[src/rtl/t03_sfr_pkg.sv]
// Shared types and defaults for the serial frame receiver.
// Optional feature macro used by this slice: T03_SFR_PARITY_EN.
package t03_sfr_pkg;

  typedef enum logic [0:0] {
    EMPTY = 1'b0,
    FULL  = 1'b1
  } out_state_e;

  localparam int          SFR_WIDTH_DEF     = 8;
  localparam logic [31:0] SFR_RESET_VAL_DEF = '1;

endpackage

[src/rtl/t03_serial_frame_rx_if.sv]
// Handshake bundle between the serial frame receiver and its driver/consumer.
// parity_err exists only when T03_SFR_PARITY_EN is defined.
interface t03_serial_frame_rx_if
  import t03_sfr_pkg::*;
#(
  parameter int WIDTH = SFR_WIDTH_DEF
) ();

  localparam int CNT_W = $clog2(WIDTH + 2);

  logic             shift_en;
  logic             data_in;
  logic             frame_end;
  logic             out_ready;
  logic [WIDTH-1:0] out_data;
  logic             out_valid;
  logic [CNT_W-1:0] bit_count;
  logic             overrun;
`ifdef T03_SFR_PARITY_EN
  logic             parity_err;
`endif

  modport master (
    output shift_en,
    output data_in,
    output frame_end,
    output out_ready,
    input  out_data,
    input  out_valid,
    input  bit_count,
    input  overrun
`ifdef T03_SFR_PARITY_EN
    ,
    input  parity_err
`endif
  );

  modport slave (
    input  shift_en,
    input  data_in,
    input  frame_end,
    input  out_ready,
    output out_data,
    output out_valid,
    output bit_count,
    output overrun
`ifdef T03_SFR_PARITY_EN
    ,
    output parity_err
`endif
  );

endinterface

[src/rtl/t03_sfr_shift_core.sv]
// Shift register, bit counter and frame-completion detect for the receiver.
// Extra parity-related outputs exist only when T03_SFR_PARITY_EN is defined.
module t03_sfr_shift_core #(
  parameter int               WIDTH      = 8,
  parameter int               MSB_FIRST  = 1,
  parameter int               FRAME_BITS = 8,
  parameter logic [WIDTH-1:0] RESET_VAL  = '1
) (
  input  logic                          clk,
  input  logic                          rst,
  input  logic                          shift_en,
  input  logic                          data_in,
  input  logic                          frame_end,
  output logic [WIDTH-1:0]              sr_next,
  output logic [$clog2(WIDTH+2)-1:0]    bit_count,
  output logic                          complete
`ifdef T03_SFR_PARITY_EN
  ,
  output logic                          full_frame,
  output logic                          payload_par
`endif
);

  localparam int               CNT_W    = $clog2(WIDTH + 2);
  localparam logic [CNT_W-1:0] LAST_CNT = CNT_W'(FRAME_BITS - 1);
  localparam logic [CNT_W-1:0] PAY_CNT  = CNT_W'(WIDTH);

  logic [WIDTH-1:0] sr_q;
  logic             shift_payload;
  logic             last_bit;

  // A trailing parity bit (count == WIDTH) is counted but never enters sr.
  always_comb begin
    shift_payload = shift_en && (bit_count < PAY_CNT);
    sr_next       = sr_q;
    if (shift_payload) begin
      if (MSB_FIRST != 0) sr_next = {sr_q[WIDTH-2:0], data_in};
      else                sr_next = {data_in, sr_q[WIDTH-1:1]};
    end
    last_bit = shift_en && (bit_count == LAST_CNT);
    complete = last_bit || (frame_end && ((bit_count != '0) || shift_en));
  end

`ifdef T03_SFR_PARITY_EN
  assign full_frame  = last_bit;
  assign payload_par = ^sr_q;
`endif

  always_ff @(posedge clk) begin
    if (rst) begin
      sr_q      <= RESET_VAL;
      bit_count <= '0;
    end else begin
      sr_q <= sr_next;
      if (complete)      bit_count <= '0;
      else if (shift_en) bit_count <= bit_count + CNT_W'(1);
    end
  end

endmodule

[src/rtl/t03_serial_frame_rx.sv]
// Serial frame receiver: deserialises bits into frames and hands them out
// through a one-deep valid/ready holding register. Optional: T03_SFR_PARITY_EN.
module t03_serial_frame_rx
  import t03_sfr_pkg::*;
#(
  parameter int               WIDTH     = SFR_WIDTH_DEF,
  parameter int               MSB_FIRST = 1,
  parameter logic [WIDTH-1:0] RESET_VAL = SFR_RESET_VAL_DEF[WIDTH-1:0]
) (
  input logic                   clk,
  input logic                   rst,
  t03_serial_frame_rx_if.slave  bus
);

`ifdef T03_SFR_PARITY_EN
  localparam int FRAME_BITS = WIDTH + 1;
`else
  localparam int FRAME_BITS = WIDTH;
`endif

  localparam logic [0:0] ST_EMPTY = EMPTY;
  localparam logic [0:0] ST_FULL  = FULL;

  logic [WIDTH-1:0] sr_next;
  logic             complete;
  logic             load;
  logic [0:0]       state_q;
  logic [WIDTH-1:0] out_data_q;
  logic             overrun_q;
`ifdef T03_SFR_PARITY_EN
  logic             full_frame;
  logic             payload_par;
  logic             parity_err_q;
`endif

  t03_sfr_shift_core #(
    .WIDTH      (WIDTH),
    .MSB_FIRST  (MSB_FIRST),
    .FRAME_BITS (FRAME_BITS),
    .RESET_VAL  (RESET_VAL)
  ) u_core (
    .clk        (clk),
    .rst        (rst),
    .shift_en   (bus.shift_en),
    .data_in    (bus.data_in),
    .frame_end  (bus.frame_end),
    .sr_next    (sr_next),
    .bit_count  (bus.bit_count),
    .complete   (complete)
`ifdef T03_SFR_PARITY_EN
    ,
    .full_frame (full_frame),
    .payload_par(payload_par)
`endif
  );

  // A completed frame is accepted only if the holder is empty or being drained.
  assign load = complete && ((state_q == ST_EMPTY) || bus.out_ready);

  always_ff @(posedge clk) begin
    if (rst) begin
      state_q    <= ST_EMPTY;
      out_data_q <= RESET_VAL;
      overrun_q  <= 1'b0;
    end else begin
      if (load) out_data_q <= sr_next;
      if (complete && (state_q == ST_FULL) && !bus.out_ready) overrun_q <= 1'b1;
      case (state_q)
        ST_EMPTY: if (complete) state_q <= ST_FULL;
        ST_FULL:  if (bus.out_ready && !complete) state_q <= ST_EMPTY;
        default:  state_q <= ST_EMPTY;
      endcase
    end
  end

`ifdef T03_SFR_PARITY_EN
  // Frames cut short by frame_end never carried a parity bit, so flag them.
  always_ff @(posedge clk) begin
    if (rst)       parity_err_q <= 1'b0;
    else if (load) parity_err_q <= full_frame ? (payload_par ^ bus.data_in) : 1'b1;
  end
  assign bus.parity_err = parity_err_q;
`endif

  assign bus.out_data  = out_data_q;
  assign bus.out_valid = (state_q == ST_FULL);
  assign bus.overrun   = overrun_q;

endmodule

[src/flat_wrapper.sv]
// flat-port wrapper written by rule: the top's interface ports become plain ports
module t03_serial_frame_rx_flat import t03_sfr_pkg::*;
#(
  parameter int               WIDTH     = SFR_WIDTH_DEF,
  parameter int               MSB_FIRST = 1,
  parameter logic [WIDTH-1:0] RESET_VAL = SFR_RESET_VAL_DEF[WIDTH-1:0]
)
  (clk, rst, bus_shift_en, bus_data_in, bus_frame_end, bus_out_ready, bus_out_data, bus_out_valid, bus_bit_count, bus_overrun);
  t03_serial_frame_rx_if #(.WIDTH(WIDTH)) bus_i ();
  input logic clk;
  input logic rst;
  input wire logic [$bits(bus_i.shift_en)-1:0] bus_shift_en;
  input wire logic [$bits(bus_i.data_in)-1:0] bus_data_in;
  input wire logic [$bits(bus_i.frame_end)-1:0] bus_frame_end;
  input wire logic [$bits(bus_i.out_ready)-1:0] bus_out_ready;
  output wire logic [$bits(bus_i.out_data)-1:0] bus_out_data;
  output wire logic [$bits(bus_i.out_valid)-1:0] bus_out_valid;
  output wire logic [$bits(bus_i.bit_count)-1:0] bus_bit_count;
  output wire logic [$bits(bus_i.overrun)-1:0] bus_overrun;
  assign bus_i.shift_en = bus_shift_en;
  assign bus_i.data_in = bus_data_in;
  assign bus_i.frame_end = bus_frame_end;
  assign bus_i.out_ready = bus_out_ready;
  assign bus_out_data = bus_i.out_data;
  assign bus_out_valid = bus_i.out_valid;
  assign bus_bit_count = bus_i.bit_count;
  assign bus_overrun = bus_i.overrun;
  t03_serial_frame_rx #(.WIDTH(WIDTH), .MSB_FIRST(MSB_FIRST), .RESET_VAL(RESET_VAL)) u_core (.clk(clk), .rst(rst), .bus(bus_i));
endmodule
[config.mk]
export PLATFORM = sky130hd
export DESIGN_NAME = t03_serial_frame_rx_flat
export DESIGN_NICKNAME = d
export VERILOG_FILES = /design/src/rtl/t03_sfr_pkg.sv /design/src/rtl/t03_serial_frame_rx_if.sv /design/src/rtl/t03_sfr_shift_core.sv /design/src/rtl/t03_serial_frame_rx.sv /design/src/flat_wrapper.sv
export SDC_FILE = /design/constraint.sdc
export NUM_CORES = 1
export LEC_CHECK = 0
export BUFFER_PORTS_ARGS = -buffer_cell sky130_fd_sc_hd__buf_2
export CORE_MARGIN = 10
export CORE_UTILIZATION = 40
export CTS_CLUSTER_DIAMETER = 40
export DETAILED_ROUTE_END_ITERATION = 8
export GPL_TIMING_DRIVEN = 0
export PLACE_DENSITY_LB_ADDON = 0.2
export REMOVE_ABC_BUFFERS = 1
export SETUP_SLACK_MARGIN = 0.02
export SYNTH_ARGS = -nofsm -noshare
export SYNTH_HDL_FRONTEND = slang
export SYNTH_SLANG_ARGS = --single-unit
[constraint.sdc]
create_clock -name clk -period 5.69 [get_ports clk]
set_input_delay 1.138 -clock clk [delete_from_list [all_inputs] [get_ports clk]]
set_output_delay 1.138 -clock clk [all_outputs]
set_load 0.005 [all_outputs]
== Word-level counts from Yosys, hierarchy flattened ==
Cells that the tools add are included.

* Add/subtract/negate cells: 1
* Order comparisons: 1
* Equal/unequal tests: 1
* Mux-type cells: 4
* Bitwise operators: 1
* Reduce and logical (&&, ||, !) cells: 14

{| class="wikitable"
|+ Operators with widths
! kind !! number
|-
| $mux 8 || 1
|-
| $logic_and 1x1->1 || 7
|-
| $add 4x1->4 const B || 1
|-
| $eq 4x3->1 const B || 1
|-
| $lt 4x4->1 const B || 1
|-
| $reduce_bool 4->1 || 1
|-
| $logic_or 1x1->1 || 3
|-
| $logic_not 1->1 || 2
|-
| $mux 1 || 2
|-
| $pmux 1 s2 || 1
|-
| $reduce_or 2->1 || 1
|-
| $not 1->1 || 1
|}

* Register bits after elaboration: 22
* Output and inout port bits: 14
* Word-level logic and storage cells: 27

== Logic depth before layout (Yosys ltp) ==
Gate-level depths: netlist of run 1.

* Word-level depth: 8
* Mapped depth: 6
* Mapped depth without buffers: 6

== Hierarchy ==
From an unflattened synthesis of run 1, not the netlist that was laid out.

* Cells, all modules: 87
* Area total of the unflattened synthesis: 968.4 um2

{| class="wikitable"
|+ Modules (own cells, without submodules)
! module !! times used !! cells an instance !! area an instance (um2) !! seq. area each (um2)
|-
| t03_sfr_shift_core || 1 || 53 || 590.6 || 240.2
|-
| t03_serial_frame_rx || 1 || 34 || 377.9 || 200.2
|}

== Worst setup path after synthesis of run 1 ==
OpenSTA, ideal clock, no wires.

* Path type: in2reg
* Start point: in bus_shift_en
* End point: reg u_core.out_data_q[1] (netlist: u_core.bus.out_data[1])
* Setup time: 0.121 ns
* Data arrival time: 2.284 ns
* Data required time: 5.569 ns
* Slack: 3.285 ns
* Cell stages on the path: 5
* Path through: buf_6 nor4b_1 a211oi_4 a21boi_4 mux2_4

* Cells in the longest elaborated chain, start to end: 4
* Elaborated cells on any way between the ends: 7

{| class="wikitable"
|+ Ends and longest elaborated chain
! what !! line !! source
|-
| start: declaration || flat_wrapper.sv:12 || <nowiki>input wire logic [$bits(bus_i.shift_en)-1:0] bus_shift_en;</nowiki>
|-
| $logic_or 1x1->1 || t03_sfr_shift_core.sv:41 || <nowiki>complete = last_bit || (frame_end && ((bit_count != '0) || shift_en));</nowiki>
|-
| $logic_and 1x1->1 || t03_sfr_shift_core.sv:41 ||
|-
| $logic_or 1x1->1 || t03_sfr_shift_core.sv:41 ||
|-
| $logic_and 1x1->1 || t03_serial_frame_rx.sv:58 || <nowiki>assign load = complete && ((state_q == ST_EMPTY) || bus.out_ready);</nowiki>
|-
| end signal: assignment || t03_serial_frame_rx.sv:66 || <nowiki>if (load) out_data_q <= sr_next;</nowiki>
|-
| end: declaration || t03_serial_frame_rx.sv:28 || <nowiki>logic [WIDTH-1:0] out_data_q;</nowiki>
|}

Several ways; a longest one is shown, not always the timed one.
A chain may end at the register's enable or synchronous reset.

== Worst setup path in the final report of run 1 ==
* Start point: in bus_shift_en
* End point: reg u_core.out_data_q[5] (netlist: u_core.bus.out_data[5])

Same word-level chain as after synthesis.

==> impl_results.html, run 1 <==
<table>
<tr><th>Metric</th><th>Value</th></tr>
<tr><th colspan="2">GRT</th></tr>
<tr><td>Initial antenna violation count</td><td>0</td></tr>
<tr><td>Vias in the first global route</td><td>616</td></tr>
<tr><td>Pin count of the biggest net entering global routing</td><td>23</td></tr>
<tr><td>Total global routing track utilization</td><td>7.456%</td></tr>
<tr><td>First-pass GRT wire length</td><td>2.697 mm</td></tr>
<tr><td>Total grt overflow</td><td>0</td></tr>
<tr><th colspan="2">Pwr</th></tr>
<tr><td>Ratio of total power to cell area</td><td>253.7 mW/mm2</td></tr>
<tr><td>Max rail drop VDD</td><td>0.1643 mV</td></tr>
<tr><td>Part of the power in the clock network</td><td>24.6%</td></tr>
<tr><td>Internal power</td><td>0.2064 mW</td></tr>
<tr><td>Flop pwr share</td><td>62.0%</td></tr>
<tr><td>Leakage power of the design</td><td>0.4532 nW</td></tr>
<tr><td>Psw</td><td>0.06372 mW</td></tr>
<tr><td>Switching share of total power</td><td>23.59%</td></tr>
<tr><td>Power share of the combinational group</td><td>13.4%</td></tr>
<tr><th colspan="2">Critical path</th></tr>
<tr><td>Critical path fanouts, max</td><td>8</td></tr>
<tr><td>Setup slack, reg-to-reg</td><td>3.67 ns</td></tr>
<tr><td>Classification of the worst setup path</td><td>input port to flip-flop</td></tr>
<tr><td>Critical Path Max Stage Delay</td><td>0.39 ns</td></tr>
<tr><td>Arrival time reported for the critical path endpoint</td><td>2.51 ns</td></tr>
<tr><td>Kind of start point of the critical path</td><td>input port</td></tr>
<tr><td>Worst reg2reg startpoint</td><td>u_core.u_core.bit_count[0]$_SDFFE_PP0P_</td></tr>
<tr><td>R2r endpoint</td><td>u_core.bus.out_data[5]$_SDFFE_PP1P_</td></tr>
<tr><td>Register-to-Register Path Depth</td><td>5</td></tr>
<tr><td>Cell-by-cell listing of the critical path</td><td>buf_2 -&gt; nor2_1 -&gt; a211oi_4 -&gt; a21boi_4 -&gt; mux2_2</td></tr>
<tr><td>Crit. End Element</td><td>flip-flop</td></tr>
<tr><td>Endpoint required time on the critical path</td><td>5.88 ns</td></tr>
<tr><td>Slowest stage cell, crit path</td><td>a21boi_4</td></tr>
<tr><td>CP Launch Point</td><td>bus_shift_en</td></tr>
<tr><td>Critical Path End</td><td>u_core.bus.out_data[5]$_SDFFE_PP1P_</td></tr>
<tr><th colspan="2">Min path</th></tr>
<tr><td>Worst min-delay path class</td><td>flip-flop to flip-flop</td></tr>
<tr><th colspan="2">Detailed routing</th></tr>
<tr><td>Initial DRC count</td><td>22</td></tr>
<tr><td>Remaining DRCs</td><td>0</td></tr>
<tr><td>First-pass DRT Iterations</td><td>2</td></tr>
<tr><td>Final ANT Viol Nets</td><td>0</td></tr>
<tr><td>Via-to-Cell Ratio</td><td>4.779</td></tr>
<tr><td>Mean routed wirelength per cell</td><td>11.84 um</td></tr>
<tr><td>Detailed-route via count</td><td>626</td></tr>
<tr><td>Aggregate routed wire length</td><td>1.551 mm</td></tr>
<tr><th colspan="2">CTS</th></tr>
<tr><td>Quantity of gates resized following cts</td><td>0</td></tr>
<tr><td>Buffers inserted during post-CTS setup optimization</td><td>0</td></tr>
<tr><td>Max H-tree Level</td><td>1</td></tr>
<tr><td>Number of clock sinks seen by CTS</td><td>22</td></tr>
<tr><td>TritonCTS clock tree</td><td>built</td></tr>
<tr><td>Insertion delay to the later sink of the worst-skew pair</td><td>0.29 ns</td></tr>
<tr><td>Number of buffers inserted by hold repair at cts</td><td>0</td></tr>
<tr><td>Clock-pin slew reported for the worst setup and hold paths after clock tree synthesis</td><td>0.11 ns</td></tr>
<tr><td>Number of buffers inserted during clock tree synthesis</td><td>3</td></tr>
<tr><td>Maximum root-to-sink buffer count</td><td>2</td></tr>
<tr><td>Cell at the root of the clock tree</td><td>clkbuf_4</td></tr>
<tr><th colspan="2">STA</th></tr>
<tr><td>RSZ-0062 raised after global routing</td><td>false</td></tr>
<tr><td>Hold violation total from the final report</td><td>0</td></tr>
<tr><td>Achievable clock frequency</td><td>431.4 MHz</td></tr>
<tr><td>Final period util</td><td>40.74%</td></tr>
<tr><td>Slew at the pin closest to its max-slew limit</td><td>0.5358 ns</td></tr>
<tr><td>Final critical-path setup slack</td><td>3.372 ns</td></tr>
<tr><td>Period minus WS final</td><td>2.318 ns</td></tr>
<tr><td>Remaining max-slew budget at the tightest pin</td><td>63.77%</td></tr>
<tr><td>Sum of negative setup slack</td><td>0 ns</td></tr>
<tr><td>Layout Skew</td><td>0.005141 ns</td></tr>
<tr><td>Setup Viol. Count Final</td><td>0</td></tr>
<tr><td>Final Max Tran Viols</td><td>0</td></tr>
<tr><th colspan="2">Flow run</th></tr>
<tr><td>Max-cap violations</td><td>0</td></tr>
<tr><th colspan="2">Synthesis</th></tr>
<tr><td>Number of cells produced by synthesis</td><td>85</td></tr>
<tr><td>Main synth FF type</td><td>dfxtp_1</td></tr>
<tr><td>Top cells by area, synth</td><td>dfxtp_1 47%, mux2_2 8.4%, a211o_1 7.5%</td></tr>
<tr><td>Flops &amp; latches, synth</td><td>22</td></tr>
<tr><td>Count of cell types in the netlist</td><td>24</td></tr>
<tr><td>Average cell area after synthesis</td><td>11.01 um2</td></tr>
<tr><td>Number of enable flip-flop cells after synthesis</td><td>0</td></tr>
<tr><td>Share of Yosys cell area claimed by the top area cell type</td><td>47.06%</td></tr>
<tr><td>Cell taking the most area after synthesis</td><td>dfxtp_1</td></tr>
<tr><td>Post-Syn Area</td><td>935.9 um2</td></tr>
<tr><td>Share of flip-flops with an asynchronous set or reset</td><td>0%</td></tr>
<tr><td>Proportion of synthesized chip area in sequential cells</td><td>47.06%</td></tr>
<tr><td>YS warnings</td><td>0</td></tr>
<tr><th colspan="2">Floorplan</th></tr>
<tr><td>Total core area</td><td>0.002212 mm2</td></tr>
<tr><td>Number of placement rows</td><td>17</td></tr>
<tr><td>Effective utilization at floorplan</td><td>42.31%</td></tr>
<tr><td>Chip width</td><td>68.37 um</td></tr>
<tr><td>Total die area</td><td>0.004674 mm2</td></tr>
<tr><td>Die height</td><td>68.37 um</td></tr>
<tr><td>I/O pin count</td><td>20</td></tr>
<tr><th colspan="2">Status</th></tr>
<tr><td>Result of the run</td><td>finished clean</td></tr>
<tr><th colspan="2">Placement</th></tr>
<tr><td>Post-placement worst setup slack</td><td>3.036 ns</td></tr>
<tr><td>Number of I/O port buffers</td><td>19</td></tr>
<tr><td>HPWL after detailed placement</td><td>1.138 mm</td></tr>
<tr><td>Final estimated routing congestion in global placement</td><td>0.6790</td></tr>
<tr><th colspan="2">Final layout</th></tr>
<tr><td>Number of inserted diodes</td><td>0</td></tr>
<tr><td>Relative area change from synthesis to final layout</td><td>13.77%</td></tr>
<tr><td># nets final</td><td>113</td></tr>
<tr><td>Fraction of layout cells with a size suffix above 1</td><td>39.81%</td></tr>
</table>
cells in the mapped netlist, types with 2 or more instances:
library cell and number:
dfxtp_1 22, ha_1 2, a211o_1 8, nor2b_1 9
nor3_1 4, xor2_1 2, mux2_2 7, clkbuf_1 2
nor2_1 4, inv_1 4, or2_2 8
final cells by class:
class / count / area, um2
multi-input combinational: 55 / 456.7
fill: 222 / 1147
timing repair buffer: 19 / 95.09
tap: 28 / 35.03
clock buffer: 3 / 22.52
sequential: 22 / 440.4
inverter: 4 / 15.01
power groups by stage:
stage	logic [mW]	registers, mW	clock network [mW]
global route	0.0410	0.169	0.0785
detailed placement	0.0368	0.171	0
finish	0.0361	0.167	0.0666
CTS	0.0371	0.168	0.0715
floorplan	0.0234	0.171	0
global placement	0.0364	0.171	0
cell families (layout without fill, tap and decap cells):
family,count (synthesis),in the layout,share of synthesized area [%]
simple gates,30,30,20.05
flops,22,22,47.06
compound gates,11,11,12.17
fa+ha+maj,2,2,2.673
buf+inv,8,26,4.144
xor+xnor,3,3,2.808
mux,9,9,11.10
placed cells by master (no fill, tap or decap):
cell | synthesis | layout
dfxtp_1 | 22 | 22
and2b_1 | 1 | 1
clkbuf_4 | 0 | 3
ha_1 | 2 | 2
nor2b_1 | 9 | 9
buf_2 | 1 | 19
xor2_1 | 2 | 2
a211oi_4 | 1 | 1
xnor2_1 | 1 | 1
nor2_1 | 4 | 4
nand3b_4 | 1 | 1
mux2_2 | 7 | 7
a21boi_4 | 1 | 1
mux2i_1 | 1 | 1
a21oi_1 | 1 | 1
mux2_4 | 1 | 1
inv_1 | 4 | 4
nor3_1 | 4 | 4
nor4b_1 | 1 | 1
a211o_1 | 8 | 8
or2_2 | 8 | 8
nand4_1 | 1 | 1
nand2_1 | 1 | 1
worst min path at each step:
stage / start / end / slack [ns] / depth (start not counted)
3_5_place_dp: u_core.bus.overrun$_SDFFE_PP0P_ / u_core.bus.overrun$_SDFFE_PP0P_ / 0.46 / 2
4_1_cts: u_core.bus.overrun$_SDFFE_PP0P_ / u_core.bus.overrun$_SDFFE_PP0P_ / 0.49 / 2
5_1_grt: u_core.u_core.sr_q[5]$_SDFF_PP1_ / u_core.u_core.sr_q[6]$_SDFF_PP1_ / 0.51 / 1
3_3_place_gp: u_core.bus.overrun$_SDFFE_PP0P_ / u_core.bus.overrun$_SDFFE_PP0P_ / 0.45 / 2
2_1_floorplan: u_core.u_core.sr_q[1]$_SDFF_PP1_ / u_core.u_core.sr_q[2]$_SDFF_PP1_ / 0.44 / 1
6_report: u_core.bus.overrun$_SDFFE_PP0P_ / u_core.bus.overrun$_SDFFE_PP0P_ / 0.48 / 2
registers in the layout (all words and copies together), names as in the netlist:
name                     cells
u_core.bus.out_valid         1
u_core.bus.out_data          8
u_core.u_core.sr_q           8
u_core.bus.overrun           1
u_core.u_core.bit_count      4
critical path: cells and delay by family:
kind,cells,cell delay [ns]
mux,1,0.37
buf+inv,1,0.16
compound gates,2,0.74
simple gates,1,0.09
metrics by stage:
step | hold slack, ns | area, um2 | total power [mW] | cells | utilization (%)
floorplan | 0.4430 | 912.1 | 0.1945 | 81 | -
global placement | 0.4512 | 1042 | 0.2071 | 128 | 47.12
detailed placement | 0.4577 | 1042 | 0.2080 | 128 | 47.12
CTS | 0.4876 | 1065 | 0.2763 | 131 | 48.13
global route | 0.5108 | 1065 | 0.2885 | 131 | 48.13
finish | 0.4790 | 1065 | 0.2701 | 131 | 48.13
metal layers:
layer,part of all wire (%),up-vias,GRT usage [%]
met5,0,-,0
met4,1.5,0,3.769
met3,9.2,2,3.426
met2,40,14,11.16
met1,49,283,8.769
li1,-,327,-
(Power assumes the default switching activity.)
==> run 2, diff against run 1 <==
--- a/config.mk
+++ b/config.mk
@@ -5,6 +5,7 @@
 export SDC_FILE = /design/constraint.sdc
 export NUM_CORES = 1
 export LEC_CHECK = 0
+export ABC_AREA = 1
 export BUFFER_PORTS_ARGS = -buffer_cell sky130_fd_sc_hd__buf_2
 export CORE_MARGIN = 10
 export CORE_UTILIZATION = 40
==> constraint.sdc (replaced) <==
create_clock -name clk -period 2.28 [get_ports clk]
set_input_delay 0.456 -clock clk [delete_from_list [all_inputs] [get_ports clk]]
set_output_delay 0.456 -clock clk [all_outputs]
set_load 0.005 [all_outputs]
==> run 2 against run 1 <==
  * Combinational power grew to 2.9 times the previous value
  * Clock power grew to 3.2 times the previous value
  * Critical path depth grew 3
  * Register-to-register slack lost 2.9 ns
  * Critical endpoint is now u_core.bus.out_data[7]$_SDFFE_PP1P_
==> impl_results.html, run 2 <==
<table>
<tr><th>Metric</th><th>Value</th></tr>
<tr><th colspan="2">Status</th></tr>
<tr><td>Result of the run</td><td>finished clean</td></tr>
<tr><th colspan="2">CTS</th></tr>
<tr><td>Number of clock sinks seen by CTS</td><td>22</td></tr>
<tr><td>Buffers inserted during post-CTS setup optimization</td><td>0</td></tr>
<tr><td>Clock-pin slew reported for the worst setup and hold paths after clock tree synthesis</td><td>0.12 ns</td></tr>
<tr><td>Insertion delay to the later sink of the worst-skew pair</td><td>0.31 ns</td></tr>
<tr><td>Cell at the root of the clock tree</td><td>clkbuf_4</td></tr>
<tr><td>TritonCTS clock tree</td><td>built</td></tr>
<tr><td>Number of buffers inserted by hold repair at cts</td><td>0</td></tr>
<tr><td>Max H-tree Level</td><td>1</td></tr>
<tr><td>Quantity of gates resized following cts</td><td>0</td></tr>
<tr><td>Maximum root-to-sink buffer count</td><td>2</td></tr>
<tr><td>Number of buffers inserted during clock tree synthesis</td><td>3</td></tr>
<tr><th colspan="2">Detailed routing</th></tr>
<tr><td>Aggregate routed wire length</td><td>1.883 mm</td></tr>
<tr><td>Final ANT Viol Nets</td><td>0</td></tr>
<tr><td>Detailed-route via count</td><td>823</td></tr>
<tr><td>Via-to-Cell Ratio</td><td>4.899</td></tr>
<tr><td>Met1 wire length</td><td>810 um</td></tr>
<tr><td>Mean routed wirelength per cell</td><td>11.21 um</td></tr>
<tr><td>Detail Route met3 WL</td><td>160 um</td></tr>
<tr><td>Remaining DRCs</td><td>0</td></tr>
<tr><td>Met2 wirelength from detailed routing</td><td>904 um</td></tr>
<tr><td>First-pass DRT Iterations</td><td>4</td></tr>
<tr><td>Max layer used</td><td>met4</td></tr>
<tr><td>Initial DRC count</td><td>35</td></tr>
<tr><th colspan="2">Synthesis</th></tr>
<tr><td>Top cells by area, synth</td><td>dfxtp_1 47%, nand3_1 18%, nand2_1 11%</td></tr>
<tr><td>Main synth FF type</td><td>dfxtp_1</td></tr>
<tr><td>Number of cells produced by synthesis</td><td>121</td></tr>
<tr><td>Flops &amp; latches, synth</td><td>22</td></tr>
<tr><td>Ranking of synthesized cells by instance count</td><td>34 x nand3_1, 27 x nand2_1, 22 x dfxtp_1</td></tr>
<tr><td>Count of cell types in the netlist</td><td>19</td></tr>
<tr><td>YS warnings</td><td>0</td></tr>
<tr><td>Cell taking the most area after synthesis</td><td>dfxtp_1</td></tr>
<tr><td>Average cell area after synthesis</td><td>7.766 um2</td></tr>
<tr><td>Most repeated cell in the gate-level netlist after synthesis</td><td>nand3_1</td></tr>
<tr><td>Number of enable flip-flop cells after synthesis</td><td>0</td></tr>
<tr><td>Post-Syn Area</td><td>939.7 um2</td></tr>
<tr><td>Proportion of synthesized chip area in sequential cells</td><td>46.87%</td></tr>
<tr><td>Share of Yosys cell area claimed by the top area cell type</td><td>46.87%</td></tr>
<tr><td>Share of flip-flops with an asynchronous set or reset</td><td>0%</td></tr>
<tr><th colspan="2">STA</th></tr>
<tr><td>Setup Viol. Count Final</td><td>0</td></tr>
<tr><td>Hold violation total from the final report</td><td>0</td></tr>
<tr><td>Achievable clock frequency</td><td>664.1 MHz</td></tr>
<tr><td>Remaining max-slew budget at the tightest pin</td><td>66.71%</td></tr>
<tr><td>RSZ-0062 raised after global routing</td><td>false</td></tr>
<tr><td>Final period util</td><td>66.05%</td></tr>
<tr><td>Sum of negative setup slack</td><td>0 ns</td></tr>
<tr><td>Layout Skew</td><td>0.008211 ns</td></tr>
<tr><td>Final Max Tran Viols</td><td>0</td></tr>
<tr><td>Slew at the pin closest to its max-slew limit</td><td>0.4963 ns</td></tr>
<tr><td>Period minus WS final</td><td>1.506 ns</td></tr>
<tr><th colspan="2">Pwr</th></tr>
<tr><td>Leakage power of the design</td><td>0.5324 nW</td></tr>
<tr><td>Ratio of total power to cell area</td><td>692.2 mW/mm2</td></tr>
<tr><td>Max rail drop VDD</td><td>0.5425 mV</td></tr>
<tr><th colspan="2">Floorplan</th></tr>
<tr><td>Die height</td><td>68.47 um</td></tr>
<tr><td>Number of placement rows</td><td>17</td></tr>
<tr><td>Effective utilization at floorplan</td><td>42.07%</td></tr>
<tr><td>I/O pin count</td><td>20</td></tr>
<tr><td>Total core area</td><td>0.002233 mm2</td></tr>
<tr><td>Chip width</td><td>68.47 um</td></tr>
<tr><td>Total die area</td><td>0.004687 mm2</td></tr>
<tr><th colspan="2">Critical path</th></tr>
<tr><td>Arrival time reported for the critical path endpoint</td><td>1.70 ns</td></tr>
<tr><td>Critical Path Max Stage Delay</td><td>0.41 ns</td></tr>
<tr><td>Most repeated library cell on the critical path</td><td>nand2_2</td></tr>
<tr><td>Cell-by-cell listing of the critical path</td><td>ha_1 -&gt; nand2_4 -&gt; nor2_4 -&gt; nand2_2 -&gt; nand2_2 -&gt; nand2_2 -&gt; nand2_1 -&gt; nand3_1</td></tr>
<tr><td>Classification of the worst setup path</td><td>flip-flop to flip-flop</td></tr>
<tr><td>Critical path fanouts, max</td><td>11</td></tr>
<tr><td>Endpoint required time on the critical path</td><td>2.47 ns</td></tr>
<tr><td>Crit. End Element</td><td>flip-flop</td></tr>
<tr><td>Kind of start point of the critical path</td><td>flip-flop</td></tr>
<tr><td>Slowest stage cell, crit path</td><td>dfxtp_1</td></tr>
<tr><th colspan="2">Final layout</th></tr>
<tr><td>Most common library cell in the layout ignoring fill and taps</td><td>nand3_1</td></tr>
<tr><td>Relative area change from synthesis to final layout</td><td>14.38%</td></tr>
<tr><td># nets final</td><td>149</td></tr>
<tr><td>Highest-count cells in the layout ignoring fill and taps</td><td>34 x nand3_1, 27 x nand2_1, 22 x dfxtp_1, 19 x buf_2, 7 x inv_1</td></tr>
<tr><td>Fraction of layout cells with a size suffix above 1</td><td>25.00%</td></tr>
<tr><td>Number of inserted diodes</td><td>0</td></tr>
<tr><td>Post-layout util</td><td>48.12%</td></tr>
<tr><th colspan="2">Flow run</th></tr>
<tr><td>Max-cap violations</td><td>0</td></tr>
<tr><th colspan="2">Placement</th></tr>
<tr><td>Number of I/O port buffers</td><td>19</td></tr>
<tr><td>HPWL after detailed placement</td><td>1.438 mm</td></tr>
<tr><td>Final estimated routing congestion in global placement</td><td>0.7499</td></tr>
<tr><th colspan="2">GRT</th></tr>
<tr><td>Total global routing track utilization</td><td>9.154%</td></tr>
<tr><td>Initial antenna violation count</td><td>0</td></tr>
<tr><td>Pin count of the biggest net entering global routing</td><td>19</td></tr>
<tr><td>Total grt overflow</td><td>0</td></tr>
<tr><td>First-pass GRT wire length</td><td>3.387 mm</td></tr>
<tr><td>Vias in the first global route</td><td>805</td></tr>
<tr><th colspan="2">Min path</th></tr>
<tr><td>Worst min-delay path class</td><td>input port to flip-flop</td></tr>
</table>
## run 2: changes by cell type after synthesis, sizes merged, moves of 2 or more
cell / delta
a211o: -8
a21oi: +2
inv: +6
mux2: -8
nand2: +32
nand3: +34
nor2: +4
nor2b: -9
nor3: -2
or2: -8
## run 2: power by group
part	switching, mW	internal [mW]
logic	0.0646	0.0418
registers	0.0132	0.410
clock network	0.116	0.0975
total	0.194	0.550
## run 2: worst paths after layout
| kind | startpoint | to | slack [ns] | depth (start not counted) |
|---|---|---|---|---|
| setup / recovery | u_core.u_core.bit_count[0]$_SDFFE_PP0P_ | u_core.bus.out_data[7]$_SDFFE_PP1P_ | 0.77 | 8 |
| hold / removal | rst | u_core.bus.overrun$_SDFFE_PP0P_ | 0.31 | 2 |
| setup reg to reg | u_core.u_core.bit_count[0]$_SDFFE_PP0P_ | u_core.bus.out_data[7]$_SDFFE_PP1P_ | 0.77 | 8 |
| hold reg to reg | u_core.bus.out_data[3]$_SDFFE_PP1P_ | u_core.bus.out_data[3]$_SDFFE_PP1P_ | 0.47 | 2 |
## run 2: critical path, delay by kind of cell, from the launching register on
family | cells | cell delay [ns]
fa+ha+maj | 1 | 0.25
flops | 1 | 0.41
simple gates | 7 | 0.74
## run 2: cell families after synthesis
| logic type | share of synthesized area [%] |
|---|---|
| AND/OR/NAND/NOR | 39.28 |
| flip-flops | 46.87 |
| buffers and inverters | 7.722 |
| AO/OA/AOI/OAI | 2.530 |
| adder cells (fa/ha/maj) | 2.663 |
| XOR/XNOR | 0.9323 |
## run 2: layout make-up
class | count | area (um2)
well taps | 28 | 35.03
flip-flops and latches | 22 | 440.4
inverters | 11 | 41.29
repair buffers | 19 | 95.09
multi-input cells | 84 | 426.7
clock buffers | 4 | 36.28
fillers | 244 | 1159
## run 2: metal layers
metal  track usage [%]  vias to the layer above
met5                 0                        -
met4             1.508                        0
met2             15.78                       18
met3             4.405                        2
li1                  -                      431
met1             10.09                      372
## run 2: stage by stage
step           cells  hold slack [ns]  power, mW  area, um2  setup slack, ns
2_1_floorplan    117           0.4243     0.4997      908.4           0.9619
3_3_place_gp     164           0.4356     0.5374       1039           0.6693
3_5_place_dp     164           0.4403     0.5413       1039           0.6305
4_1_cts          168           0.3050     0.7523       1075           0.7447
5_1_grt          168           0.3029     0.7871       1075           0.5952
6_report         168           0.3061     0.7439       1075           0.7741
